## config.mk

```make
export PLATFORM = sky130hd
export DESIGN_NAME = iiitb_lifo_ctrl
export DESIGN_NICKNAME = d
export VERILOG_FILES = /design/src/rtl/iiitb_lifo_ctrl.sv
export SDC_FILE = /design/constraint.sdc
export NUM_CORES = 1
export LEC_CHECK = 0
export ABC_AREA = 0
export BUFFER_PORTS_ARGS = -buffer_cell sky130_fd_sc_hd__buf_2
export CAP_MARGIN = 20
export CORE_MARGIN = 2
export CORE_UTILIZATION = 49
export CTS_CLUSTER_SIZE = 30
export DETAILED_ROUTE_END_ITERATION = 8
export GPL_TIMING_DRIVEN = 0
export PLACE_DENSITY = 0.82
export SYNTH_ARGS = -nofsm -noshare
export SYNTH_HDL_FRONTEND = slang
export SYNTH_SLANG_ARGS = --single-unit
```

## constraint.sdc

```tcl
create_clock -name Clk -period 2 [get_ports Clk]
set_input_delay 0.3 -clock Clk [delete_from_list [all_inputs] [get_ports Clk]]
set_output_delay 0.3 -clock Clk [all_outputs]
set_load 0.005 [all_outputs]
```

## src/rtl/iiitb_lifo_ctrl.sv

```systemverilog
// Initiator-side controller for the 4-deep LIFO stack.
// Frames arrive on a valid/ready nibble stream. Each frame is pushed into the stack in
// groups of up to DEPTH nibbles. Each group is then popped out and presented reversed.
// The controller keeps its own occupancy count. A sticky err flag records any stack
// flag that disagrees with that count.
module iiitb_lifo_ctrl #(
  parameter int unsigned DEPTH = 4,
  parameter int unsigned W     = 4
) (
  input  logic         Clk,
  input  logic         Rst,
  // upstream nibble stream
  input  logic [W-1:0] in_data,
  input  logic         in_valid,
  input  logic         in_last,
  output logic         in_ready,
  // reversed downstream stream
  output logic [W-1:0] out_data,
  output logic         out_valid,
  output logic         out_last,
  input  logic         out_ready,
  // stack command / response
  output logic         st_EN,
  output logic         st_RW,
  output logic         st_Rst,
  output logic [W-1:0] st_dataIn,
  input  logic [W-1:0] st_dataOut,
  input  logic         st_EMPTY,
  input  logic         st_FULL,
  output logic         err
);

  localparam int unsigned CntW = $clog2(DEPTH + 1);
  localparam logic [CntW-1:0] CntMax  = CntW'(DEPTH);
  localparam logic [CntW-1:0] CntOne  = CntW'(1);
  localparam logic [CntW-1:0] CntZero = '0;

  typedef enum logic [2:0] {
    StInit,
    StFill,
    StSettle,
    StPopReq,
    StPopWait,
    StPopCap,
    StEmit
  } state_e;

  state_e          state_q;
  logic [CntW-1:0] count_q;
  logic [W-1:0]    out_data_q;
  logic            out_valid_q;
  logic            out_last_q;
  logic            st_en_q;
  logic            st_rw_q;
  logic            st_rst_q;
  logic [W-1:0]    st_data_in_q;
  logic            err_q;

  logic            accept;
  logic [CntW-1:0] count_inc;
  logic [CntW-1:0] count_dec;
  logic            group_done;
  logic            flag_bad;

  // Handshake, count arithmetic and the stack-flag consistency check.
  always_comb begin
    in_ready   = (state_q == StFill) && (count_q < CntMax);
    accept     = in_valid && in_ready;
    count_inc  = count_q + CntOne;
    // Saturate at zero.
    count_dec  = (count_q != CntZero) ? (count_q - CntOne) : CntZero;
    group_done = in_last || (count_inc == CntMax);
    // The stack must hold exactly count_q items when a pop is about to be issued.
    flag_bad   = st_EMPTY || (st_FULL != (count_q == CntMax));
  end

  // Sequencer. All outputs to the stack and downstream are registered here.
  always_ff @(posedge Clk) begin
    if (Rst) begin
      state_q      <= StInit;
      count_q      <= CntZero;
      out_data_q   <= '0;
      out_valid_q  <= 1'b0;
      out_last_q   <= 1'b0;
      st_en_q      <= 1'b0;
      st_rw_q      <= 1'b0;
      st_rst_q     <= 1'b0;
      st_data_in_q <= '0;
      err_q        <= 1'b0;
    end else begin
      // Each stack command is a single-cycle strobe.
      st_en_q  <= 1'b0;
      st_rst_q <= 1'b0;
      unique case (state_q)
        StInit: begin
          // Clear the attached stack. It executes during the first FILL cycle.
          st_en_q  <= 1'b1;
          st_rst_q <= 1'b1;
          state_q  <= StFill;
        end
        StFill: begin
          if (accept) begin
            st_en_q      <= 1'b1;
            st_rw_q      <= 1'b0;
            st_data_in_q <= in_data;
            count_q      <= count_inc;
            if (group_done) begin
              state_q <= StSettle;
            end
          end
        end
        StSettle: begin
          // The final push executes at this cycle's closing edge.
          state_q <= StPopReq;
        end
        StPopReq: begin
          if (flag_bad) begin
            err_q <= 1'b1;
          end
          st_en_q <= 1'b1;
          st_rw_q <= 1'b1;
          state_q <= StPopWait;
        end
        StPopWait: begin
          state_q <= StPopCap;
        end
        StPopCap: begin
          out_data_q  <= st_dataOut;
          out_valid_q <= 1'b1;
          out_last_q  <= (count_q == CntOne);
          count_q     <= count_dec;
          state_q     <= StEmit;
        end
        StEmit: begin
          if (out_ready) begin
            out_valid_q <= 1'b0;
            out_last_q  <= 1'b0;
            state_q     <= (count_q != CntZero) ? StPopReq : StFill;
          end
        end
        default: begin
          state_q <= StInit;
        end
      endcase
    end
  end

  assign out_data  = out_data_q;
  assign out_valid = out_valid_q;
  assign out_last  = out_last_q;
  assign st_EN     = st_en_q;
  assign st_RW     = st_rw_q;
  assign st_Rst    = st_rst_q;
  assign st_dataIn = st_data_in_q;
  assign err       = err_q;

endmodule

```

Word level (Yosys, flattened, before mapping)
Index checks and enable logic that the tools add are counted.
{"block": "totals", "ff_bits": 20, "in_bits": 15, "out_inout_bits": 15, "word_cells": 58}
{"block": "classes", "addsub": 2, "n_lt_le_gt_ge": 1, "eq_ne": 13, "muxes": 16, "n_reduce_logical": 16}
{"operator": "$pmux 3 s7", "n": 1}
{"operator": "$eq 3x3->1 const B", "n": 5}
{"operator": "$mux 3", "n": 5}
{"operator": "$reduce_and 2->1", "n": 5}
{"operator": "$pmux 1 s2", "n": 4}
{"operator": "$eq 3x1->1 const B", "n": 2}
{"operator": "$eq 3x2->1 const B", "n": 2}
{"operator": "$ne 2x2->1 const B", "n": 3}
{"operator": "$pmux 3 s2", "n": 1}
{"operator": "$reduce_bool 2->1", "n": 3}
{"operator": "$mux 1", "n": 4}
{"operator": "$add 3x1->3 const B", "n": 1}
{"operator": "$logic_not 3->1", "n": 1}
{"operator": "$lt 3x3->1 const B", "n": 1}
{"operator": "$reduce_and 3->1", "n": 1}
{"operator": "$reduce_bool 3->1", "n": 1}
{"operator": "$sub 3x1->3 const B", "n": 1}
{"operator": "$logic_and 1x1->1", "n": 2}
{"operator": "$logic_or 1x1->1", "n": 2}
{"operator": "$mux 2", "n": 1}
{"operator": "$reduce_or 2->1", "n": 1}
{"operator": "$ne 1x1->1", "n": 1}

Longest topological paths before layout
Gate-level depths: netlist of run 1.
{"block": "depth", "word_depth": 6, "mapped_depth": 6, "mapped_depth_nobuf": 6}

Worst setup path after synthesis of run 1
OpenSTA, ideal clock, no wires.
{"block": "synth_timing", "kind": "register to register", "startpoint": "reg count_q[0]", "endpoint": "reg count_q[2]", "setup_ps": 67, "arrival_ps": 1474, "required_ps": 1933, "slack_ps": 459, "stages_incl_launch_ff": 6, "path_buffers": 0, "synth_period_minus_slack_ps": 1541, "path_cell_list": "dfxtp_1 inv_1 ha_1 or4_1 a21o_1 a21oi_2"}
{"block": "synth_between", "elab_chain_len": 5, "elab_cells_between_ends": 11, "classes_between": "add/sub: 2; order compare: 1; eq/ne: 1; mux: 3; reduce/logical: 4"}
{"element": "start, declared", "line_no": "49", "source": "logic [CntW-1:0] count_q;"}
{"element": "start signal, assigned", "line_no": "81", "source": "count_q <= CntZero;"}
{"element": "start signal, assigned", "line_no": "106", "source": "count_q <= count_inc;"}
{"element": "start signal, assigned", "line_no": "131", "source": "count_q <= count_dec;"}
{"element": "$lt 3x3->1", "line_no": "67", "source": "in_ready = (state_q == StFill) && (count_q < CntMax);"}
{"element": "$logic_and 1x1->1", "line_no": "67"}
{"element": "$logic_and 1x1->1", "line_no": "68", "source": "accept = in_valid && in_ready;"}
{"element": "$ne 2x2->1 (no line)"}
{"element": "$reduce_and 2->1 (no line)"}
Several ways; a longest one is shown, not always the timed one. The select of a mux whose other input is x is not followed.
A chain may end at the register's enable or synchronous reset.

Worst setup path in the final report of run 1
Ends and elaborated chain as after synthesis.

==> flow_summary_export.csv, run 1 <==
group,metric,value,unit
global_routing,first_pass_grt_wire_length,3436,um
clocking,clkSlewWorstSetupHoldPaths,0.11,ns
synthesis,post-synth-top-area-cell,"dfxtp_1",
worst_setup_path,timing.critical_path.slowest_stage_cell,"or4_1",
placement,place_hpwl,1509,um
clocking,clockBufferDepth,2,
clocking,post_cts_resize_count,0,
final_layout,num-nets-final,167,
drt,detail_route.vias_per_cell,5.208,
worst_setup_path,critPathTopFamily,"simple AND/OR/NAND/NOR gates",
status,status,"finished clean",
floorplanning,floorplan.rows,16,
worst_setup_path,cp-start-kind,"flop",
sta,transition_at_the_pin_with_the_smallest_max_transition_slack,0.4736,ns
worst_setup_path,required,2.25,ns
sta,final_hold_violations,0,
global_routing,maximum_number_of_pins_on_one_net_before_global_route_repair,13,
sta,setup_total_negative_slack,0,ns
final_layout,post-route-util,62.50,%
sta,rsz0062_at_grt,"false",
floorplanning,die_h,48.31,um
clocking,clkLatencyLatePin,0.31,ns
sta,report.final.setup_viol,0,
drt,first_pass_iters,4,
synthesis,postSynthRegisterBits,20,
synthesis,synthesis.area_per_instance,8.440,um^2
worst_setup_path,crit_path_end_kind,"flop",
sta,max_freq,0.5880,GHz
sta,fin_skew,0.007405,ns
final_layout,final.fill_count,178,
power,ir_worst_vdd,355.1,uV
floorplanning,core_area,1902,um^2
placement,portBuffers,28,
synthesis,synth.yosys.seq_area_share,41.61,%
worst_setup_path,cp_cell_sequence,"inv_1 -> ha_1 -> or4_1 -> a21o_1 -> a21oi_2",
synthesis,ys.warnings.count,0,
worst_setup_path,cp.arrival,1.95,ns
floorplanning,floorplan.initialDensity,50.59,%
sta,max-slew-margin-rel,68.43,%
synthesis,synth_area_leaders,"dfxtp_1, a21oi_1, nand2_1",
drt,routed_wirelength,2058,um
clocking,cts.htree.levels,1,
worst_setup_path,critPathBufInv,1,
floorplanning,die_area,2334,um^2
global_routing,number_of_antenna_violations_at_the_first_check_in_global_routing,0,
drt,drt_iter0_drc,15,
worst_setup_path,worst-setup-path-type,"flop to flop",
placement,place_congestion,0.7682,
job,maxCapViolCount,0,
sta,fin_crit,1.701,ns
clocking,cts.sink_count,20,
synthesis,synthDistinctLibCells,30,
drt,route.vias.total,901,
clocking,cts_tree,"built",
global_routing,vias_in_the_first_global_route,827,
worst_setup_path,cp_max_fo,6,
synthesis,synthDominantCellAreaShare,41.61,%
clocking,cts_setup_buffers,0,
sta,timing.final.max_slew_violations,0,
clocking,cts-buffers-inserted,3,
worst_setup_path,cp_slowest_stage_delay,0.51,ns
worst_setup_path,r2r_slack,0.30,ns
synthesis,syn_area,962.2,um^2
synthesis,syn_inst,114,
power,power_density,731.2,nW/um^2
global_routing,grt.total_usage,18.81,%
final_layout,area_growth_syn_to_layout,23.54,%
hold_path,worstHoldPathType,"input pin to flop",
drt,route.antenna.remaining_nets,0,
final_layout,share_of_layout_cells_above_drive_strength_1,28.08,%
clocking,cts-root-buf,"clkbuf_4",
floorplanning,pin_count,30,
drt,routed_wire_length_per_instance,11.90,um
final_layout,number_of_inserted_diodes,0,
drt,remaining_drc_errors,0,
synthesis,syn_nets,134,
power,leakage_power_total,0.0005229,uW
sta,post-route-period-util,85.04,%
floorplanning,die-width,48.31,um
clocking,cts-hold-fix-buffers,0,
global_routing,globalRouteOverflowTotal,0,
## worst paths after layout
path	start	to	depth (start not counted)
min	in_data[0]	st_dataIn[0]$_SDFFE_PP0P_	3
min reg2reg	err$_SDFFE_PP0P_	err$_SDFFE_PP0P_	2
max reg2reg	count_q[0]$_SDFFE_PP0P_	count_q[2]$_SDFFE_PP0P_	5
max	count_q[0]$_SDFFE_PP0P_	count_q[2]$_SDFFE_PP0P_	5
## metal layers
| layer | GRT usage [%] | up-vias | wire length, um |
|---|---|---|---|
| met3 | 4.938 | 13 | 122 |
| met4 | 10.48 | 0 | 85 |
| met5 | 0 | - | 0 |
| li1 | - | 454 | - |
| met2 | 31.48 | 33 | 983 |
| met1 | 21.89 | 401 | 866 |
## tightest hold or removal path: stages
cell and delay, ns:
buf_2 0.10, nand3_1 0.05, a21oi_1 0.05
## final cells by class
type	count	area [um^2]	area share (%)
multi-input cells	83	505.5	42.53
plain buffers	8	45.04	3.789
flip-flops and latches	20	400.4	33.68
repair buffers	28	140.1	11.79
well taps	27	33.78	2.842
clock inverters	1	30.03	2.526
clock buffers	3	22.52	1.895
inverters	3	11.26	0.9474
## state kept, by name, summed over array words and instances, names as in the netlist
signal / flops
count_q: 3
out_last: 1
st_Rst: 1
st_EN: 1
out_data: 4
err: 1
st_dataIn: 4
state_q: 3
out_valid: 1
st_RW: 1
## logic make-up after synthesis
logic type | synth area share, %
DFF | 41.61
adders and majority gates | 6.502
xor gates and xnor gates | 1.821
buffers and inverters | 5.851
and+or+nand+nor | 25.36
AOI/OAI and AO/OA | 17.82
muxes | 1.040
## cells in the mapped netlist (all sizes together)
| master | number |
|---|---|
| nand2b | 1 |
| or4 | 1 |
| inv | 3 |
| a311o | 1 |
| o21ai | 6 |
| a21oi | 20 |
| a31oi | 1 |
| clkbuf | 3 |
| mux2i | 1 |
| a21o | 1 |
| and3b | 1 |
| nand3b | 1 |
| buf | 5 |
| or3 | 2 |
| nor2b | 4 |
| nor4 | 1 |
| nor3b | 1 |
| nand3 | 9 |
| nand2 | 19 |
| xnor2 | 1 |
| xor2 | 1 |
| o211a | 1 |
| ha | 5 |
| nor2 | 4 |
| dfxtp | 20 |
| nor4b | 1 |
## where the power goes
| part | switching (uW) | internal, uW |
|---|---|---|
| clock | 127 | 203 |
| combinational | 64.1 | 52.6 |
| sequential | 8.14 | 414 |
| total | 199 | 670 |
## stage by stage
step | hold WS (ns) | setup WS, ns | cells | power, uW | area [um^2]
floorplan | 0.4421 | 0.4589 | 114 | 504.6 | 962.2
global placement | 0.4317 | 0.3910 | 169 | 542.3 | 1136
detailed placement | 0.4368 | 0.3501 | 169 | 546.9 | 1136
CTS | 0.2334 | 0.2944 | 173 | 872.5 | 1189
global route | 0.2240 | 0.2044 | 173 | 906.8 | 1189
finish | 0.2242 | 0.2993 | 173 | 869.1 | 1189
## cell usage in the layout (no fill, tap or decap), types with 2 or more instances in the layout
cell / instances
ha_1: 5
a21oi_1: 19
nor2b_1: 4
o21ai_0: 5
clkbuf_1: 3
nand2_1: 19
clkbuf_4: 3
nor2_1: 4
nand3_1: 9
inv_1: 3
dfxtp_1: 20
or3_1: 2
buf_2: 31
No activity file was read; power rests on OpenSTA's default activity.
==> run 2, diff against run 1 <==
Settings changed: PLACE_DENSITY 0.82 to unset, PLACE_DENSITY_LB_ADDON set to 0.05.
==> flow_summary_export.csv, run 2 (synthesis gave the netlist of run 1 again) <==
group,metric,value,unit
status,status,"finished clean",
worst_setup_path,timing.critical_path.slowest_stage_cell,"nor4b_4",
placement,dp_slack,0.3715,ns
sta,rsz0062_at_grt,"false",
floorplanning,core_area,1902,um^2
floorplanning,die_h,48.31,um
sta,max-slew-margin-rel,69.10,%
sta,timing.final.max_slew_violations,0,
placement,placed_cell_area,1136,um^2
sta,max_freq,0.6042,GHz
clocking,clockBufferDepth,2,
drt,remaining_drc_errors,0,
hold_path,worstHoldPathType,"input pin to flop",
global_routing,met2_capacity_usage_during_global_routing,29.17,%
final_layout,layout_commonest_cell,"buf_2",
final_layout,number_of_inserted_diodes,0,
drt,routed_wirelength,1885,um
floorplanning,floorplan.rows,16,
global_routing,grt_use_met1,22.83,%
clocking,clkLatencyLatePin,0.30,ns
drt,drt_iter0_drc,8,
final_layout,share_of_layout_cells_above_drive_strength_1,28.08,%
final_layout,final.fill_count,186,
sta,report.final.setup_viol,0,
clocking,cts_setup_buffers,0,
sta,fin_crit,1.655,ns
placement,portBuffers,28,
power,power_density,653.1,nW/um^2
final_layout,design_area,1172,um^2
final_layout,area_growth_syn_to_layout,21.85,%
floorplanning,floorplan.initialDensity,50.59,%
sta,finalHoldWorstSlack,0.2406,ns
clocking,cts.sink_count,20,
global_routing,grt.total_usage,17.74,%
clocking,clkSlewWorstSetupHoldPaths,0.11,ns
global_routing,number_of_antenna_violations_at_the_first_check_in_global_routing,0,
final_layout,top_library_cells_by_usage_in_the_layout_fill_and_taps_aside,"buf_2, dfxtp_1, nand2_1, a21oi_1, nand3_1",
global_routing,globalRouteOverflowTotal,0,
floorplanning,die_area,2334,um^2
worst_setup_path,cp-start-kind,"flop",
worst_setup_path,r2r_slack,0.35,ns
job,maxCapViolCount,0,
sta,post-route-period-util,82.75,%
global_routing,met3_usage,3.086,%
worst_setup_path,crit_path_end_kind,"output port",
worst_setup_path,required,1.70,ns
sta,final_setup_margin,0.3450,ns
clocking,cts-root-buf,"clkbuf_4",
clocking,post_cts_resize_count,0,
worst_setup_path,cp_cell_sequence,"buf_2 -> nor4b_4 -> buf_2",
drt,route.vias.total,855,
clocking,cts_tree,"built",
drt,routed_wire_length_per_instance,10.90,um
worst_setup_path,cp_slowest_stage_delay,0.38,ns
sta,setup_total_negative_slack,0,ns
sta,transition_at_the_pin_with_the_smallest_max_transition_slack,0.4635,ns
placement,place_hpwl,1438,um
global_routing,busiest_layer,"met2",
floorplanning,pin_count,30,
global_routing,vias_in_the_first_global_route,799,
worst_setup_path,cp_common_cell,"buf_2",
drt,first_pass_iters,3,
global_routing,maximum_number_of_pins_on_one_net_before_global_route_repair,12,
drt,detail_route.vias_per_cell,4.942,
clocking,cts.htree.levels,1,
worst_setup_path,worst-setup-path-type,"flop to output port",
floorplanning,die-width,48.31,um
worst_setup_path,cp.arrival,1.35,ns
clocking,cts-hold-fix-buffers,0,
global_routing,first_pass_grt_wire_length,3332,um
power,leakage_power_total,0.0005160,uW
final_layout,num-nets-final,167,
clocking,cts-buffers-inserted,3,
drt,route.antenna.remaining_nets,0,
worst_setup_path,cp_max_fo,10,
placement,place_congestion,0.7945,
sta,final_hold_violations,0,
sta,fin_skew,0.004305,ns
power,ir_worst_vdd,502.0,uV
==> run 2: changes by cell type in the layout (fill, tap and decap cells not counted) <==
| cell | delta |
|---|---|
| clkbuf_8 | +1 |
| bufinv_16 | -1 |
==> run 2: path summary, 6_finish.rpt <==
check,startpoint,end,cells past startpoint
hold reg to reg,out_data[3]$_SDFFE_PP0P_,out_data[3]$_SDFFE_PP0P_,2
hold / removal,in_data[1],st_dataIn[1]$_SDFFE_PP0P_,3
setup / recovery,state_q[2]$_SDFFE_PP0P_,in_ready,3
setup reg to reg,count_q[0]$_SDFFE_PP0P_,count_q[2]$_SDFFE_PP0P_,5
==> run 2: stage by stage <==
stage,total power [uW],utilization [%],instances
2_1_floorplan,504.6,-,114
3_3_place_gp,543.4,59.74,169
3_5_place_dp,546.9,59.74,169
4_1_cts,774.0,61.64,173
5_1_grt,809.1,61.64,173
6_report,765.7,61.64,173
==> run 2: cell type report <==
| class | count | area, um^2 | area share, % |
|---|---|---|---|
| Buffer | 8 | 45.04 | 3.842 |
| Clock buffer | 4 | 36.28 | 3.095 |
| Inverter | 3 | 11.26 | 0.9605 |
| Multi-Input combinational cell | 83 | 505.5 | 43.12 |
| Sequential cell | 20 | 400.4 | 34.15 |
| Tap cell | 27 | 33.78 | 2.882 |
| Timing Repair Buffer | 28 | 140.1 | 11.95 |
==> run 2: metal layers <==
metal | up-vias | part of all wire [%] | routed length (um)
li1 | 456 | - | -
met1 | 373 | 48 | 903
met2 | 22 | 46 | 868
met3 | 4 | 4.6 | 86
met4 | 0 | 1.4 | 26
met5 | - | 0 | 0
==> run 2: power breakdown <==
group | internal, uW | switching [uW]
registers | 414 | 7.41
logic | 52.7 | 62.7
clock network | 111 | 118
total | 578 | 188
==> run 2: worst max-delay path: cells and delay by family, from the launching register on <==
kind | cells | cell delay, ns
simple gates | 1 | 0.38
buf+inv | 2 | 0.36
flops | 1 | 0.31
==> run 3, diff against run 2 <==
Settings changed: ABC_AREA 0 to 1, CORE_UTILIZATION 49 to 44.
Clock period 2 ns to 1.4 ns, I/O delays scaled along.
==> flow_summary_export.csv, run 3 <==
group,metric,value,unit
placement,portBuffers,29,
global_routing,grt.total_usage,18.39,%
synthesis,muxShareOfSynthArea,0,%
worst_setup_path,cp.arrival,1.12,ns
sta,report.final.setup_viol,0,
synthesis,synth.yosys.seq_area_share,42.55,%
final_layout,final.fill_count,182,
clocking,cts.sink_count,20,
final_layout,share_of_layout_cells_above_drive_strength_1,29.52,%
floorplanning,floorplan.rows,16,
power,power_density,1237,nW/um^2
synthesis,syn_nets,151,
synthesis,synth-edff-count,0,
floorplanning,core_area,1982,um^2
floorplanning,pin_count,30,
synthesis,synth_top_cells_by_count,"nand2_1, dfxtp_1, nor2_1",
drt,routed_wirelength,2088,um
clocking,clkLatencyLatePin,0.30,ns
synthesis,syn_area,940.9,um^2
worst_setup_path,crit_path_end_kind,"output port",
worst_setup_path,cp_max_fo,5,
global_routing,first_pass_grt_wire_length,3594,um
synthesis,main_combinational_cell_family_by_area_after_synthesis,"simple AND/OR/NAND/NOR gates",
sta,final_hold_violations,0,
global_routing,number_of_antenna_violations_at_the_first_check_in_global_routing,0,
clocking,clkSlewWorstSetupHoldPaths,0.12,ns
synthesis,synthSimpleGateAreaFrac,29.79,%
synthesis,synthDistinctLibCells,20,
floorplanning,die_area,2524,um^2
clocking,cts-buffers-inserted,3,
sta,post-route-period-util,95.26,%
worst_setup_path,cp-start-kind,"flop",
global_routing,vias_in_the_first_global_route,840,
synthesis,synthDominantCellAreaShare,42.55,%
synthesis,synthesis.area_per_instance,7.182,um^2
placement,place_hpwl,1596,um
synthesis,synth_flop_cell,"dfxtp_1",
synthesis,postSynthRegisterBits,20,
synthesis,synth_area_leaders,"dfxtp_1, nand2_1, nand3_1",
global_routing,grt_use_met1,22.37,%
drt,route.antenna.remaining_nets,0,
clocking,cts-root-buf,"clkbuf_4",
worst_setup_path,required,1.19,ns
synthesis,async_reset_ff_share,0,%
clocking,cts.htree.levels,1,
floorplanning,floorplan.initialDensity,47.47,%
sta,max-slew-margin-rel,70.25,%
placement,place_congestion,0.8009,
clocking,clockBufferDepth,2,
synthesis,syn_inst,131,
drt,routed_wire_length_per_instance,10.82,um
floorplanning,die-width,50.24,um
job,maxCapViolCount,0,
global_routing,maximum_number_of_pins_on_one_net_before_global_route_repair,13,
synthesis,post_synth_xor_area_fraction,0.9309,%
floorplanning,die_h,50.24,um
drt,route.vias.total,928,
synthesis,ys.warnings.count,0,
sta,max_freq,0.7498,GHz
sta,fin_crit,1.334,ns
clocking,cts-hold-fix-buffers,0,
status,status,"finished clean",
final_layout,design_area,1219,um^2
drt,first_pass_iters,4,
final_layout,top_library_cells_by_usage_in_the_layout_fill_and_taps_aside,"buf_2, nand2_1, nor2_1",
synthesis,synth_compound_gate_area_share,12.37,%
sta,timing.final.max_slew_violations,0,
synthesis,post-synth-top-area-cell,"dfxtp_1",
global_routing,globalRouteOverflowTotal,0,
global_routing,met3_usage,2.679,%
global_routing,busiest_layer,"met2",
final_layout,number_of_inserted_diodes,0,
synthesis,synthMostInstantiatedCell,"nand2_1",
final_layout,area_growth_syn_to_layout,29.52,%
hold_path,worstHoldPathType,"input pin to flop",
sta,transition_at_the_pin_with_the_smallest_max_transition_slack,0.4463,ns
power,leakage_power_total,0.0006055,uW
global_routing,met2_capacity_usage_during_global_routing,33.11,%
power,ir_worst_vdd,694.3,uV
clocking,cts_tree,"built",
placement,placed_cell_area,1120,um^2
drt,detail_route.vias_per_cell,4.808,
final_layout,layout_commonest_cell,"buf_2",
synthesis,synth_adder_area_share,6.649,%
final_layout,post-route-util,61.49,%
final_layout,num-nets-final,187,
worst_setup_path,worst-setup-path-type,"flop to output port",
drt,drt_iter0_drc,12,
sta,fin_skew,0.002605,ns
drt,remaining_drc_errors,0,
-- run 3: cell types whose count changed after synthesis, sizes merged, moves of 4 or more --
cell / delta
nand3: +8
nor2b: -4
a21oi: -6
nor2: +16
buf: -4
nand2: +4
inv: +14
-- run 3: report_power, final --
| group | total [uW] | internal (uW) | switching [uW] |
|---|---|---|---|
| registers | 675 | 626 | 48.8 |
| clock network | 469 | 289 | 180 |
| logic | 364 | 160 | 204 |
| total | 1510 | 1080 | 433 |
-- run 3: timing repair --
action                                  in CTS  in global routing
pin swaps                                    1                  0
buffers inserted                             1                  1
resized for setup                            1                  9
endpoints found under the setup margin       1                  6
gates cloned                                 0                  0
-- run 3: logic make-up after synthesis --
kind of cell               count (synthesis)
AOI/OAI and AO/OA                         23
xor gates and xnor gates                   1
DFF                                       20
and+or+nand+nor                           63
buffers and inverters                     19
adders and majority gates                  5
-- run 3: final cells by class --
class	instances	area, um^2	share of cell area (%)
Buffer	2	11.26	0.9240
Inverter	17	66.31	5.441
Timing Repair Buffer	31	160.2	13.14
Multi-Input combinational cell	92	489.2	40.14
Clock buffer	3	22.52	1.848
Clock inverter	1	30.03	2.464
Tap cell	27	33.78	2.772
Sequential cell	20	405.4	33.26
-- run 3: through the flow --
step	total power (uW)	hold slack [ns]	worst slack (ns)	std cells	setup TNS (ns)
after floorplan	901.3	0.2791	0.2536	131	0
final	1508	0.1269	0.06635	193	0
after CTS	1500	0.1047	0.01658	192	0
after global routing	1598	0.1263	-0.0002877	193	-0.0002877
after detailed placement	1008	0.4434	0.08399	187	0
after global placement	999.0	0.4328	0.09428	187	0
-- run 3: layer usage --
layer | wire length, um | part of all wire, %
met3 | 96 | 4.6
met1 | 896 | 43
met5 | 0 | 0
met4 | 0 | 0
met2 | 1094 | 52
-- run 3: path summary, 6_finish.rpt --
kind,from,endpoint,slack [ns],depth (start not counted)
hold / removal,st_dataOut[2],out_data[2]$_SDFFE_PP0P_,0.13,3
setup reg to reg,count_q[1]$_SDFFE_PP0P_,err$_SDFFE_PP0P_,0.13,7
hold reg to reg,st_dataIn[3]$_SDFFE_PP0P_,st_dataIn[3]$_SDFFE_PP0P_,0.47,2
setup / recovery,state_q[1]$_SDFFE_PP0P_,in_ready,0.07,4
-- run 3: critical path, stage by stage, from the launching register on --
cell	delay [ns]
dfxtp_2	0.36
inv_4	0.07
nand2_4	0.07
nor3_4	0.18
buf_2	0.14
